==> src/rtl/uart_tx_fifo.sv <==
`timescale 1ns / 1ps
`default_nettype none
// ============================================================================
// Module      : uart_tx_fifo
// Description : Buffered 8N1 UART transmitter. Bytes are queued in a circular
//               FIFO and serialised back-to-back onto com_TxD.
// Revision    : 1.0 - initial release
// ============================================================================
module uart_tx_fifo #(
    parameter int CLK_FREQ = 50000000,
    parameter int BAUD     = 115200,
    parameter int AW       = 4
) (
    input  logic          clk50M,
    input  logic          rst_key,
    input  logic          wr_en,
    input  logic [7:0]    wr_data,
    input  logic          clr_ovf,
    output logic          full,
    output logic          empty,
    output logic [AW:0]   fifo_count,
    output logic          tx_busy,
    output logic          overflow,
    output logic          com_TxD
);

    localparam int DIV   = (CLK_FREQ + BAUD / 2) / BAUD;
    localparam int DEPTH = 2 ** AW;
    localparam int BW    = (DIV > 1) ? $clog2(DIV) : 1;

    localparam logic [BW-1:0] c_baud_last = BW'(DIV - 1);
    localparam logic [AW:0]   c_depth     = (AW + 1)'(DEPTH);

    typedef enum logic [1:0] {
        ST_IDLE  = 2'd0,
        ST_START = 2'd1,
        ST_DATA  = 2'd2,
        ST_STOP  = 2'd3
    } state_t;

    state_t          r_state_q,  w_state_d;
    logic [BW-1:0]   r_baud_q,   w_baud_d;
    logic [2:0]      r_bit_q,    w_bit_d;
    logic [7:0]      r_shift_q,  w_shift_d;
    logic            r_txd_q,    w_txd_d;
    logic            r_busy_q,   w_busy_d;
    logic [AW-1:0]   r_rd_ptr_q, w_rd_ptr_d;
    logic [AW-1:0]   r_wr_ptr_q, w_wr_ptr_d;
    logic [AW:0]     r_count_q,  w_count_d;
    logic            r_full_q,   w_full_d;
    logic            r_empty_q,  w_empty_d;
    logic            r_ovf_q,    w_ovf_d;

    logic [7:0]      r_mem_q [DEPTH];
    logic            w_push;
    logic            w_pop;
    logic            w_baud_done;

    // Storage carries no reset: stale entries are never read while count is 0.
    always_ff @(posedge clk50M) begin
        if (w_push) begin
            r_mem_q[r_wr_ptr_q] <= wr_data;
        end
    end

    always_comb begin
        w_push      = wr_en && !r_full_q;
        w_pop       = 1'b0;
        w_baud_done = (r_baud_q == c_baud_last);
        w_state_d   = r_state_q;
        w_baud_d    = r_baud_q;
        w_bit_d     = r_bit_q;
        w_shift_d   = r_shift_q;
        w_txd_d     = r_txd_q;

        unique case (r_state_q)
            ST_IDLE: begin
                w_txd_d = 1'b1;
                if (!r_empty_q) begin
                    w_pop     = 1'b1;
                    w_shift_d = r_mem_q[r_rd_ptr_q];
                    w_state_d = ST_START;
                    w_txd_d   = 1'b0;
                    w_baud_d  = '0;
                end
            end
            ST_START: begin
                if (w_baud_done) begin
                    w_state_d = ST_DATA;
                    w_txd_d   = r_shift_q[0];
                    w_baud_d  = '0;
                    w_bit_d   = 3'd0;
                end else begin
                    w_baud_d = r_baud_q + BW'(1);
                end
            end
            ST_DATA: begin
                if (w_baud_done) begin
                    w_baud_d = '0;
                    if (r_bit_q == 3'd7) begin
                        w_state_d = ST_STOP;
                        w_txd_d   = 1'b1;
                    end else begin
                        w_bit_d   = r_bit_q + 3'd1;
                        w_shift_d = {1'b0, r_shift_q[7:1]};
                        w_txd_d   = r_shift_q[1];
                    end
                end else begin
                    w_baud_d = r_baud_q + BW'(1);
                end
            end
            ST_STOP: begin
                if (w_baud_done) begin
                    w_baud_d = '0;
                    // Chain straight into the next start bit so frames abut.
                    if (!r_empty_q) begin
                        w_pop     = 1'b1;
                        w_shift_d = r_mem_q[r_rd_ptr_q];
                        w_state_d = ST_START;
                        w_txd_d   = 1'b0;
                    end else begin
                        w_state_d = ST_IDLE;
                        w_txd_d   = 1'b1;
                    end
                end else begin
                    w_baud_d = r_baud_q + BW'(1);
                end
            end
            default: begin
                w_state_d = ST_IDLE;
                w_txd_d   = 1'b1;
            end
        endcase

        w_busy_d   = (w_state_d != ST_IDLE);
        w_rd_ptr_d = w_pop  ? r_rd_ptr_q + AW'(1) : r_rd_ptr_q;
        w_wr_ptr_d = w_push ? r_wr_ptr_q + AW'(1) : r_wr_ptr_q;

        unique case ({w_push, w_pop})
            2'b10:   w_count_d = r_count_q + (AW + 1)'(1);
            2'b01:   w_count_d = r_count_q - (AW + 1)'(1);
            default: w_count_d = r_count_q;
        endcase
        w_full_d  = (w_count_d == c_depth);
        w_empty_d = (w_count_d == '0);

        // A rejected push in the same cycle as a clear keeps the flag set.
        if (wr_en && r_full_q) begin
            w_ovf_d = 1'b1;
        end else if (clr_ovf) begin
            w_ovf_d = 1'b0;
        end else begin
            w_ovf_d = r_ovf_q;
        end
    end

    always_ff @(posedge clk50M or negedge rst_key) begin
        if (!rst_key) begin
            r_state_q  <= ST_IDLE;
            r_baud_q   <= '0;
            r_bit_q    <= 3'd0;
            r_shift_q  <= 8'd0;
            r_txd_q    <= 1'b1;
            r_busy_q   <= 1'b0;
            r_rd_ptr_q <= '0;
            r_wr_ptr_q <= '0;
            r_count_q  <= '0;
            r_full_q   <= 1'b0;
            r_empty_q  <= 1'b1;
            r_ovf_q    <= 1'b0;
        end else begin
            r_state_q  <= w_state_d;
            r_baud_q   <= w_baud_d;
            r_bit_q    <= w_bit_d;
            r_shift_q  <= w_shift_d;
            r_txd_q    <= w_txd_d;
            r_busy_q   <= w_busy_d;
            r_rd_ptr_q <= w_rd_ptr_d;
            r_wr_ptr_q <= w_wr_ptr_d;
            r_count_q  <= w_count_d;
            r_full_q   <= w_full_d;
            r_empty_q  <= w_empty_d;
            r_ovf_q    <= w_ovf_d;
        end
    end

    assign full       = r_full_q;
    assign empty      = r_empty_q;
    assign fifo_count = r_count_q;
    assign tx_busy    = r_busy_q;
    assign overflow   = r_ovf_q;
    assign com_TxD    = r_txd_q;

endmodule
`default_nettype wire

==> config.mk <==
export PLATFORM = sky130hd
export DESIGN_NAME = uart_tx_fifo
export DESIGN_NICKNAME = d
export VERILOG_FILES = /design/src/rtl/uart_tx_fifo.sv
export SDC_FILE = /design/constraint.sdc
export NUM_CORES = 1
export LEC_CHECK = 0
export BUFFER_PORTS_ARGS = -buffer_cell sky130_fd_sc_hd__buf_4
export CELL_PAD_IN_SITES_DETAIL_PLACEMENT = 1
export CELL_PAD_IN_SITES_GLOBAL_PLACEMENT = 1
export CORE_MARGIN = 2
export CORE_UTILIZATION = 25
export CTS_CLUSTER_DIAMETER = 150
export DETAILED_ROUTE_END_ITERATION = 7
export PLACE_DENSITY = 0.44
export SLEW_MARGIN = 20
export SYNTH_ARGS = -nofsm -noshare
export SYNTH_HDL_FRONTEND = slang
export SYNTH_SLANG_ARGS = --single-unit
==> constraint.sdc <==
create_clock -name clk50M -period 4.5 [get_ports clk50M]
set_clock_uncertainty 0.2 [all_clocks]
set_input_delay 0.225 -clock clk50M [delete_from_list [all_inputs] [get_ports clk50M]]
set_output_delay 0.225 -clock clk50M [all_outputs]
set_load 0.02 [all_outputs]
==> impl_metrics.toml, run 1 <==
[placed_design]
dp.cells = 824
place.port_buffers = 21
hpwl_um = 10760
gp_congestion = 0.6948
post_dp_cell_area_sq_um = 7814

[timing]
finalSetupViolCount = 0
rsz0062_at_grt = "no"
period_minus_slack_ns = 3.551
finalCritPeriodShare = 0.7892
finalMaxSlewViolations = 0
hold_viol_final = 0
worst_slew_pin_slew_ns = 0.8523
max_freq_mhz = 281.6
max-slew-margin-rel = 0.4318
fin_tns_setup_ns = 0

[clock_network]
clkTransAtPathRegs_ns = 0.07
cts-root-buf = "clkbuf_16"
cts_tree = "yes"
cts_made_buffers = 17
htreeDepth = 4
clkLatencyLatePin_ns = 0.43
cts.sinks = 168
clk_path_buf_depth = 2

[worst_setup_path]
cp-start-kind = "register"
r2r-end = "full"
cp.required_ns = 4.64
rrSetupSlack_ns = 0.95
crit_start = "r_baud_q[1]"
crit_end = "full"
r2r_start = "r_baud_q[1]"
cp_max_fo = 11
crit_path_end_kind = "register"
rr_worst_depth = 14
path_class = "register to register"
critPathArrivalTime_ns = 3.69

[layout]
area_growth_syn_to_layout_pct = 17.89
mostFrequentLayoutCells = "128 x edfxtp_1, 40 x mux4_2, 37 x dfrtp_1, 26 x buf_4"
n_antenna_cell = 0
final_common_cell = "edfxtp_1"
final_nets = 498
final_cell_area_sq_um = 8543
layout.cells.non_filler = 867
drive_above_1_share = 0.2360

[synthesis]
syn_area_sq_um = 7247
yosys.area.top_type = "edfxtp_1"
synth-edff-count = 128
synth_area_leaders = "edfxtp_1 53%, dfrtp_1 13%, mux4_2 12%"
synth_top_area_share = 0.5304
syn_avg_cell_area_sq_um = 16.58
syn-num-nets = 465
syn_inst = 437
ys_types = 55
async_flop_share = 0.2381
ys_seq_area_frac = 0.6689
ys_ff_latch = 168
yosys_most_used_dff = "edfxtp_1"
yosysWarningCount = 0

[global_routing]
grt_pass1_vias = 4269
grt_first_pass_wirelength_um = 25920
antenna_found_initial = 0
grt_use_total = 0.1149
gr-total-overflow = 0
grt_max_degree = 41

[pwr]
leakage_nw = 2.912
p_per_area_nw_per_um2 = 473.5
vdd_drop_max_uv = 239.4
total_power_mw = 4.046

[die]
core_sq_um = 28630
die_w_um = 174.3
fp-row-count = 62
die_area_sq_um = 30370
die_h_um = 174.3
ios = 22
initial_core_util = 0.2532

[detailed_routing]
vias = 3825
drtAntennaViolNets = 0
drt-pass1-iter-count = 4
dr.first_iter.drc_count = 272
wire_per_inst_um = 18.73
viasPerCell = 4.412
drc = 0
wl_um = 16240

[outcome]
outcome = "complete, no violations"

[flow_run]
drv_cap = 0

[worst_hold_path]
min_path_cells = 3
hold_class = "primary input to register"
min-delay-start = "wr_en"
==> critical path, cell delays in order, from the launching register on <==
cell	delay, ns
dfrtp_1	0.41
inv_1	0.08
ha_1	0.14
nand4bb_1	0.16
nor2_1	0.13
buf_4	0.18
a21oi_1	0.09
nor3_2	0.33
ha_1	0.40
nor2b_1	0.13
o2111a_1	0.24
a31oi_1	0.14
o311ai_0	0.20
o32a_1	0.40
a211oi_2	0.23
==> metal layers <==
layer,routed length (um),track usage,vias up,share of wire
li1,-,-,1752,-
met4,181,0.03571,0,0.011
met5,0,0,-,0
met2,8222,0.1905,39,0.51
met1,7536,0.1513,2020,0.46
met3,295,0.02362,14,0.018
==> logic make-up (layout without fill, tap and decap cells) <==
group,count (synthesis),in the layout,synth area share
flops,168,168,0.6689
simple gates,98,98,0.07079
compound gates,55,55,0.04869
mux,53,53,0.1440
buf+inv,34,80,0.02124
fa+ha+maj,16,16,0.02762
xor+xnor,13,13,0.01882
==> layout make-up <==
type                       instances  area (sq um)
sequential                       168          4848
inverter                          11         43.79
clock buffer                      18         429.2
tap                              384         480.5
timing repair buffer              37         305.3
multi-input combinational        235          2246
clock inverter                    14         190.2
fill                            2975         20080
==> cells in the mapped netlist, types with 3 or more instances <==
master    number
edfxtp_1     128
clkbuf_1      11
xnor2_1        6
buf_1          3
dfrtp_1       38
nand2_1       22
nor2b_1        5
nand2b_1       3
ha_1          16
mux4_2        40
inv_1          9
and2_1        17
nor2_1        22
o21ai_0       21
buf_2          7
a21oi_1       12
nand3_1        6
xor2_1         5
mux2i_1        9
nor3_1         4
and3_1         5
==> worst min-delay path by stage <==
stage / endpoint / slack (ns)
finish: r_wr_ptr_q[0] / 0.1
global route: r_wr_ptr_q[0] / 0.12
CTS: r_wr_ptr_q[0] / 0.09
detailed placement: r_shift_q[3] / 0.07
global placement: tx_busy / 0.07
floorplan: fifo_count[0] / -0.27
==> what timing repair did <==
action / in CTS / in global routing
hold endpoints to repair: 169 / 0
hold buffers: 11 / 0
setup buffers: 0 / 0
gates resized for setup: 0 / 0
==> where the power goes <==
part / total [mW] / internal, mW / switching, mW
Combinational: 0.535 / 0.226 / 0.309
Sequential: 1.96 / 1.84 / 0.117
Clock: 1.55 / 0.892 / 0.660
==> flip-flops by register name, indices dropped and copies added (netlist names) <==
signal,count
full,1
r_shift_q,8
overflow,1
r_mem_q,128
tx_busy,1
r_state_q,2
empty,1
com_TxD,1
r_bit_q,3
r_wr_ptr_q,4
r_baud_q,9
r_rd_ptr_q,4
fifo_count,5
==> metrics by stage <==
stage	util	hold WS [ns]	worst slack [ns]
after global placement	0.2730	0.06679	1.061
after CTS	0.2985	0.08714	0.9151
after floorplan	-	-0.2706	1.287
after global routing	0.2985	0.1153	0.5555
final	0.2985	0.09776	0.9487
after detailed placement	0.2730	0.07142	0.9437
Note: power is estimated with default switching activity, not from simulation.
==> run 2, diff against run 1 <==
ABC_AREA = 1   (was default)
PLACE_DENSITY = 0.47   (was 0.44)
clock period = 3 ns   (was 4.5 ns; I/O delays follow)
==> impl_metrics.toml, run 2 <==
[pwr]
pwr-share-clk = 0.390
switching_power_mw = 1.746
leakage_nw = 3.340
p_int_mw = 4.246
total_power_mw = 5.992
sw_frac_of_total = 0.2914
seqPwrFrac = 0.482
vdd_drop_max_uv = 288.9
p_per_area_nw_per_um2 = 677.7
p_comb_frac = 0.129

[worst_setup_path]
crit_buf_inv = 3
critPathArrivalTime_ns = 2.88
crit_path_end_kind = "register"
path_class = "register to register"
cp-start-kind = "register"
rrSetupSlack_ns = 0.27
cp.required_ns = 3.15
cp_max_fo = 5
r2r_start = "r_state_q[0]"
critical_path.top_delay_family = "simple AND/OR/NAND/NOR gates"
crit_slowest_cell = "dfrtp_1"
r2r-end = "full"
rr_worst_depth = 12
crit_chain = "inv_1 -> ha_1 -> nor2_8 -> nand2_1 -> inv_1 -> ha_2 -> o21ai_1 -> inv_1 -> or2_2 -> nor2_1 -> nand3_1 -> nor2_1"
cpMostUsedCell = "inv_1"
crit_path_max_incr_delay_ns = 0.44

[worst_hold_path]
hold_class = "primary input to async pin"

[placed_design]
hpwl_um = 11770
gp_congestion = 0.7613
place.port_buffers = 21
post_dp_cell_area_sq_um = 8066

[clock_network]
clkTransAtPathRegs_ns = 0.08
cts_made_buffers = 17
cts.sinks = 168
htreeDepth = 4
cts-root-buf = "clkbuf_16"
clkLatencyLatePin_ns = 0.44
clk_path_buf_depth = 2
cts_tree = "yes"

[synthesis]
syn_inst = 598
yosys.area.top_type = "edfxtp_1"
yosysWarningCount = 0
synth_top_cells_by_count = "128 x edfxtp_1, 79 x nor2_1, 65 x nand2_1, 45 x o21ai_0"
async_flop_share = 0.2381
syn_avg_cell_area_sq_um = 12.23
synthMostInstantiatedCell = "edfxtp_1"
synth_top_area_share = 0.5254
yosys_most_used_dff = "edfxtp_1"
ys_seq_area_frac = 0.6626
ys_types = 40
synth-edff-count = 128
syn_area_sq_um = 7316
synth_area_leaders = "edfxtp_1 53%, dfrtp_1 13%, nor2_1 4.1%"
syn-num-nets = 626
ys_ff_latch = 168

[layout]
drive_above_1_share = 0.1581
mostFrequentLayoutCells = "128 x edfxtp_1, 78 x nor2_1, 65 x nand2_1, 44 x o21ai_0, 43 x buf_4"
n_antenna_cell = 0
largest_reg_flops = 128
final_cell_area_sq_um = 8841
final_nets = 679
final_util = 0.3072
area_growth_syn_to_layout_pct = 20.85
top_regs = "r_mem_q: 128 flops, r_baud_q: 9 flops, r_shift_q: 8 flops"
nFillCells = 3105
top_register = "r_mem_q"
final_common_cell = "edfxtp_1"

[detailed_routing]
viasPerCell = 4.535
drc = 0
vias = 4753
drtAntennaViolNets = 0
dr.first_iter.drc_count = 240
wl_um = 18300
wire_per_inst_um = 17.46
drt-pass1-iter-count = 4

[timing]
finalCritPeriodShare = 0.9090
finalMaxSlewViolations = 0
worst_slew_pin_slew_ns = 0.5725
hold_viol_final = 0
max_freq_mhz = 366.7
finalSetupViolCount = 0
period_minus_slack_ns = 2.727
max-slew-margin-rel = 0.6184
fin_tns_setup_ns = 0
rsz0062_at_grt = "no"
hold_slack_ns = 0.04777

[die]
core_sq_um = 28780
fp-row-count = 62
die_w_um = 175.1
initial_core_util = 0.2542
die_h_um = 175.1
ios = 22
die_area_sq_um = 30650

[flow_run]
drv_cap = 0

[global_routing]
grt_first_pass_wirelength_um = 29530
grt_pass1_vias = 5189
grt_max_degree = 68
gr-total-overflow = 0
antenna_found_initial = 0
grt_use_total = 0.1262

[outcome]
outcome = "complete, no violations"
-- run 2: power by group through the flow --
stage / Sequential, mW / Clock, mW / Combinational, mW
final: 2.89 / 2.34 / 0.771
after global routing: 2.91 / 2.48 / 0.876
after CTS: 2.89 / 2.40 / 0.785
after detailed placement: 2.94 / 0 / 0.768
after global placement: 2.93 / 0 / 0.748
after floorplan: 2.95 / 0 / 0.392
-- run 2: area by class of cell --
cell class	instances	area [sq um]	area share
Sequential cell	168	4848	0.5484
Tap cell	384	480.5	0.05434
Multi-Input combinational cell	363	2220	0.2511
Clock buffer	17	425.4	0.04812
Clock inverter	15	217.7	0.02462
Timing Repair Buffer	57	483.0	0.05463
Inverter	44	166.4	0.01882
-- run 2: timing repair --
action	4_1_cts	5_1_grt
gates resized for setup	0	5
endpoints found under the hold margin	172	0
setup buffers	0	0
endpoints found under the setup margin	0	2
hold buffers	12	0
-- run 2: kinds of logic (layout without fill, tap and decap cells) --
family          count (synthesis)  count (layout)  synth area share
simple gates                  199             199            0.1245
flops                         168             168            0.6626
compound gates                110             110            0.1004
buf+inv                        67             133           0.03557
mux                            24              24           0.03284
fa+ha+maj                      16              16           0.02736
xor+xnor                       14              14           0.01676
-- run 2: how the worst max path moves through the flow --
| stage | startpoint | endpoint | slack, ns | cells after the start |
|---|---|---|---|---|
| 2_1_floorplan | r_state_q[0] | full | 0.51 | 12 |
| 3_3_place_gp | r_state_q[0] | full | 0.30 | 12 |
| 3_5_place_dp | r_baud_q[1] | full | 0.27 | 15 |
| 4_1_cts | r_state_q[0] | full | 0.20 | 12 |
| 5_1_grt | r_baud_q[1] | full | 0.01 | 21 |
| 6_report | r_state_q[0] | full | 0.27 | 12 |
-- run 2: per-stage QoR --
stage | std cells | setup WS (ns)
3_3_place_gp | 1004 | 0.2978
2_1_floorplan | 598 | 0.5130
4_1_cts | 1048 | 0.1996
5_1_grt | 1048 | 0.01115
6_report | 1048 | 0.2729
3_5_place_dp | 1004 | 0.2705
-- run 2: layer usage --
metal | vias to the layer above | global-route usage | share of wire
met5 | - | 0 | 0
met4 | 0 | 0.04028 | 0.0096
met3 | 14 | 0.02002 | 0.019
met2 | 30 | 0.2169 | 0.50
met1 | 2433 | 0.1627 | 0.47
li1 | 2276 | - | -
